$ cat src/rtl/rvjtag_dmi_ctrl.sv
// DMI transaction sequencer between the JTAG TAP DMI register and the debug module bus (tck domain).
// Optional per-transaction abort timer: define RVJTAG_DMI_TIMEOUT_EN.
module rvjtag_dmi_ctrl #(
    parameter int         AWIDTH         = 7,
    parameter logic [2:0] IDLE_HINT      = 3'd1,
    parameter int         TIMEOUT_CYCLES = 256
) (
    input  logic              tck,
    input  logic              trst,
    input  logic              tap_wr_en,
    input  logic              tap_rd_en,
    input  logic [AWIDTH-1:0] tap_addr,
    input  logic [31:0]       tap_wdata,
    output logic [31:0]       tap_rd_data,
    output logic [1:0]        tap_rd_status,
    output logic [1:0]        dmi_stat,
    output logic [2:0]        idle,
    input  logic              dmi_reset,
    input  logic              dmi_hard_reset,
    output logic              dmi_req_valid,
    output logic              dmi_req_write,
    output logic [AWIDTH-1:0] dmi_req_addr,
    output logic [31:0]       dmi_req_wdata,
    input  logic              dmi_req_ready,
    input  logic              dmi_rsp_valid,
    input  logic [31:0]       dmi_rsp_data,
    input  logic              dmi_rsp_err
);

    typedef enum logic [1:0] {
        IDLE     = 2'd0,
        REQ      = 2'd1,
        WAIT_RSP = 2'd2
    } state_t;

    state_t     state, state_next;
    logic [1:0] sticky, sticky_next;
    logic       sticky_set;
    logic       latch_op;
    logic       load_rd;
    logic       op_any;
    logic       op_one;

    assign op_any = tap_wr_en | tap_rd_en;
    assign op_one = tap_wr_en ^ tap_rd_en;

`ifdef RVJTAG_DMI_TIMEOUT_EN
    localparam int CW = $clog2(TIMEOUT_CYCLES);
    logic [CW-1:0] tmo_cnt;
    logic          tmo_hit;

    assign tmo_hit = (state != IDLE) && (tmo_cnt == CW'(TIMEOUT_CYCLES - 1));

    always_ff @(posedge tck or negedge trst) begin
        if (!trst)
            tmo_cnt <= '0;
        else if (latch_op)
            tmo_cnt <= '0;
        else if (state != IDLE)
            tmo_cnt <= tmo_cnt + 1'b1;
    end
`endif

    always_comb begin
        state_next  = state;
        sticky_next = sticky;
        sticky_set  = 1'b0;
        latch_op    = 1'b0;
        load_rd     = 1'b0;

        // Overlapping op: dropped, flagged busy only if no error is pending.
        if (state != IDLE && op_any && sticky == 2'd0) begin
            sticky_next = 2'd3;
            sticky_set  = 1'b1;
        end

        case (state)
            IDLE: begin
                if (op_any && sticky == 2'd0) begin
                    if (op_one) begin
                        latch_op   = 1'b1;
                        state_next = REQ;
                    end else begin
                        sticky_next = 2'd2;
                        sticky_set  = 1'b1;
                    end
                end
            end
            REQ: begin
                if (dmi_req_ready)
                    state_next = WAIT_RSP;
            end
            WAIT_RSP: begin
                if (dmi_rsp_valid) begin
                    state_next = IDLE;
                    if (dmi_rsp_err) begin
                        sticky_next = 2'd2;
                        sticky_set  = 1'b1;
                    end else if (!dmi_req_write) begin
                        load_rd = 1'b1;
                    end
                end
            end
            default: state_next = IDLE;
        endcase

`ifdef RVJTAG_DMI_TIMEOUT_EN
        // A response landing on the expiry cycle completes normally.
        if (tmo_hit && !(state == WAIT_RSP && dmi_rsp_valid)) begin
            state_next  = IDLE;
            sticky_next = 2'd2;
            sticky_set  = 1'b1;
        end
`endif

        if (dmi_reset && !sticky_set)
            sticky_next = 2'd0;

        if (dmi_hard_reset) begin
            state_next  = IDLE;
            sticky_next = 2'd0;
            latch_op    = 1'b0;
            load_rd     = 1'b0;
        end
    end

    always_ff @(posedge tck or negedge trst) begin
        if (!trst) begin
            state         <= IDLE;
            sticky        <= 2'd0;
            dmi_req_valid <= 1'b0;
            dmi_req_write <= 1'b0;
            dmi_req_addr  <= '0;
            dmi_req_wdata <= '0;
            tap_rd_data   <= '0;
        end else begin
            state         <= state_next;
            sticky        <= sticky_next;
            dmi_req_valid <= (state_next == REQ);
            if (latch_op) begin
                dmi_req_write <= tap_wr_en;
                dmi_req_addr  <= tap_addr;
                dmi_req_wdata <= tap_wdata;
            end
            if (load_rd)
                tap_rd_data <= dmi_rsp_data;
        end
    end

    assign tap_rd_status = (sticky != 2'd0) ? sticky : ((state != IDLE) ? 2'd3 : 2'd0);
    assign dmi_stat      = sticky;
    assign idle          = IDLE_HINT;

endmodule

$ cat config.mk
export PLATFORM = sky130hd
export DESIGN_NAME = rvjtag_dmi_ctrl
export DESIGN_NICKNAME = d
export VERILOG_FILES = /design/src/rtl/rvjtag_dmi_ctrl.sv
export SDC_FILE = /design/constraint.sdc
export NUM_CORES = 1
export LEC_CHECK = 0
export ABC_AREA = 1
export BUFFER_PORTS_ARGS = -buffer_cell sky130_fd_sc_hd__buf_2
export CORE_AREA = 2 2 115 83
export CTS_CLUSTER_SIZE = 40
export DETAILED_ROUTE_END_ITERATION = 10
export DIE_AREA = 0 0 117 85
export MAX_ROUTING_LAYER = met4
export PLACE_DENSITY = 0.79
export SETUP_SLACK_MARGIN = 0.1
export SLEW_MARGIN = 5
export SYNTH_ARGS = -nofsm -noshare
export SYNTH_HDL_FRONTEND = slang
export SYNTH_SLANG_ARGS = --single-unit
$ cat constraint.sdc
create_clock -name tck -period 1.5 [get_ports tck]
set_clock_uncertainty 0.1 [all_clocks]
set_input_delay 0.225 -clock tck [delete_from_list [all_inputs] [get_ports tck]]
set_output_delay 0.225 -clock tck [all_outputs]
set_load 0.02 [all_outputs]
==> out/summary.log <==
[critical_path] kind of end point of the critical path flip-flop
[cells_and_area] total non-filler cell area in the finished layout 0.00506 mm²
[clocking] source-to-sink clock delay at the later pin of the worst-skew pair 330 ps
[routing] post-detailed-route count of antenna-violating nets 0
[routing] number of detailed-routing iterations run before antenna repair 4
[cells_and_area] filler instances 779
[global_route] wire length of the first global-routing pass 12100 µm
[clocking] CTS clk-pin slew, worst paths 60 ps
[min_path] worst min path class primary input to flip-flop
[placement] Placed Cells incl. Taps 628
[critical_path] cell with the largest stage delay on the worst path dfrtp_2
[placement] routability congestion estimate 0.860
[placement] Placed Instance Area 0.00434 mm²
[pwr] net switching component of the power 3.13 mW
[yosys] Synth Instances 354
[floorplan] core area 0.00889 mm²
[critical_path] crit path launch type flip-flop
[clocking] number of sinks handled by clock tree synthesis 77
[yosys] synthesized area per cell 9.75 µm²
[routing] Routed WL per cell 12.7 µm
[sta] maximum frequency from static timing analysis 0.692 GHz
[critical_path] CP Class flip-flop to flip-flop
[global_route] Overflow after GRT 0
[sta] total count of max-transition violations in the final report 0
[yosys] Seq/Total Area, Yosys 55.8%
[pwr] design internal power 5.16 mW
[flow_run] # Max-Cap Violations 0
[routing] overall via count from detail_route 2821
[pwr] Peak VDD IR 0.000694 V
[pwr] clock share of power 25.5%
[critical_path] cell with the most instances on the worst path nor2_4
[pwr] sequential group share of total power 38.6%
[placement] detailed placement HPWL 5510 µm
[critical_path] Worst EP arrival 1560 ps
[clocking] number of clock buffers inserted by TritonCTS 9
[sta] final-report setup violation count 0
[pwr] switching portion of total power 37.7%
[pwr] standby leakage power 2.87 nW
[yosys] netlist area before placement 0.00345 mm²
[global_route] maximum number of pins on one net before global-route repair 78
[pwr] Power Dens Cells 1640 mW/mm²
[clocking] H-tree lvl count 3
[clocking] clock tree from TritonCTS yes
[yosys] number of warnings reported in the yosys synthesis log 0
[routing] DRC viols 0
[cells_and_area] fraction of final layout cells with drive strength greater than 1 59.1%
[sta] hold_ws 27.5 ps
[routing] Via density 4.32
[sta] RSZ-0062 raised after global routing yes
[critical_path] Max stage delay on crit path 430 ps
[sta] ratio of final minimum period to clock period 96.3%
[sta] endpoints failing hold 0
[sta] Min Clock Period, post-route 1440 ps
[yosys] total of flip-flops plus latches after synthesis 77
[critical_path] critical path required time 1610 ps
[cells_and_area] post-route insts no fill 653
[yosys] Unique masters post-synth 19
[floorplan] Initial Util 38.8%
[critical_path] critical-path maximum fanout 34
[clocking] root buffer selected by CTS clkbuf_16
[global_route] number of antenna violations at the first check in global routing 1
[clocking] maximum number of buffers from clock root to sink 2
[critical_path] ordered cell list for the critical path nor2_4 > nand2_2 > nor2_4 > nand3_4 > buf_12 > nand2_1 > o21ai_2
[floorplan] horizontal die dimension 117 µm
[placement] number of port buffers 156
[global_route] vias in the first global route 2712
[floorplan] die area 0.00995 mm²
[floorplan] boundary pin count 160
[floorplan] Chip Height 85 µm
[global_route] combined global-route utilization of all metal layers 16.1%
[floorplan] standard-cell rows 29
[routing] initial detailed-routing violation count 123
[pwr] combinational group share of total power 35.9%
[pwr] Tot Pwr 8.29 mW
[cells_and_area] post-synthesis to final-layout area growth 46.7%
[routing] Final Routed Wirelength 8310 µm
[status] outcome completed
[cells_and_area] final layout net count 604
-- registers in the layout, indices dropped and copies added (netlist names) --
name / flops
dmi_req_wdata: 32
tap_rd_data: 32
dmi_req_addr: 7
dmi_stat: 2
state: 2
dmi_req_valid: 1
dmi_req_write: 1
-- metal layers --
metal  vias up  global-route usage [%]  routed length [µm]
met1      1298                    18.3                3550
met5         -                       -                   0
met4         0                    4.49                  74
met3         8                    6.50                 734
li1       1397                       -                   -
met2       118                    26.4                3950
-- cells in the mapped netlist --
master   count  area, µm²
nor2_4       1       11.3
conb_1       2       7.51
buf_4        4       30.0
o21ai_2     53        464
nand3_1      3       15.0
inv_1       83        312
dfrtp_1     77       1930
nand3_4      1       17.5
ha_1         1       12.5
nor2_1       6       22.5
buf_6       13        146
nor3_4       1       16.3
nand2_2      2       12.5
nand2_1     80        300
nor2_2       2       12.5
nand4_4      1       21.3
o21ai_1     19       95.1
o21ai_0      4       20.0
o32ai_1      1       8.76
-- area by class of cell --
cell class | count | area, µm² | area share, %
inverters | 83 | 312 | 6.15
clock buffers | 10 | 229 | 4.52
diodes | 1 | 2.50 | 0.0494
multi-input cells | 178 | 1340 | 26.5
flip-flops and latches | 77 | 1930 | 38.1
clock inverters | 6 | 63.8 | 1.26
repair buffers | 174 | 1030 | 20.3
well taps | 124 | 155 | 3.06
-- final timing paths --
check	to	cells past startpoint	slack (ps)	start
max reg2reg	dmi_req_wdata[23]	7	60	dmi_stat[1]
min	dmi_req_valid	2	30	dmi_req_ready
min reg2reg	dmi_req_wdata[23]	2	380	dmi_req_wdata[23]
min in group asynchronous	dmi_req_wdata[11]	3	360	trst
max in group asynchronous	dmi_stat[1]	3	590	trst
max	dmi_req_wdata[23]	7	60	dmi_stat[1]
-- power groups by stage --
stage	Combinational (mW)	Sequential, mW	Clock [mW]
2_1_floorplan	1.01	3.90	0
3_3_place_gp	2.75	3.10	0
3_5_place_dp	2.83	3.11	0
4_1_cts	2.85	3.09	2.19
5_1_grt	3.26	3.28	2.29
6_report	2.97	3.20	2.12
-- logic make-up (layout without fill, tap and decap cells) --
| group | count (synthesis) | count (layout) | share of synthesized area, % |
|---|---|---|---|
| compound gates | 77 | 77 | 17.0 |
| simple gates | 97 | 97 | 12.4 |
| flops | 77 | 77 | 55.8 |
| buf+inv | 100 | 273 | 14.1 |
| other cells | 2 | 4 | 0.218 |
| fa+ha+maj | 1 | 1 | 0.362 |
-- layout by cell type (no fill, tap or decap), types with 3 or more instances in the layout --
cell type  Yosys  routed
buf_4          4      11
buf_2          0     154
conb_1         2       3
nand2_1       80      31
dfrtp_1       77      73
nor2_4         1       3
nand2_2        2      25
o21ai_2       53      63
inv_1         83      83
clkbuf_16      0      13
nand3_1        3       3
nand2_4        0      26
dfrtp_2        0       4
o21ai_1       19      11
nor2_1         6       6
-- timing repair --
item	4_1_cts	5_1_grt
setup buffers	2	1
hold endpoints to repair	77	0
resized for setup	2	92
setup endpoints to repair	40	60
hold buffers	1	0
cloned	0	4
pin swaps	1	32
-- stage by stage --
stage	setup WS [ps]	setup TNS, ps	util [%]
finish	55.6	0	57.0
global route	-1.21	-1.21	57.0
CTS	32.7	0	52.4
detailed placement	-24.2	-41.4	48.8
global placement	15.9	0	48.8
floorplan	94.6	0	-
-- worst max-delay path: cells and delay by family (launching register included) --
family	cells	cell delay, ps
DFF	1	430
and+or+nand+nor	5	520
buffers and inverters	1	220
AOI/OAI and AO/OA	1	50
(Power assumes the default switching activity.)
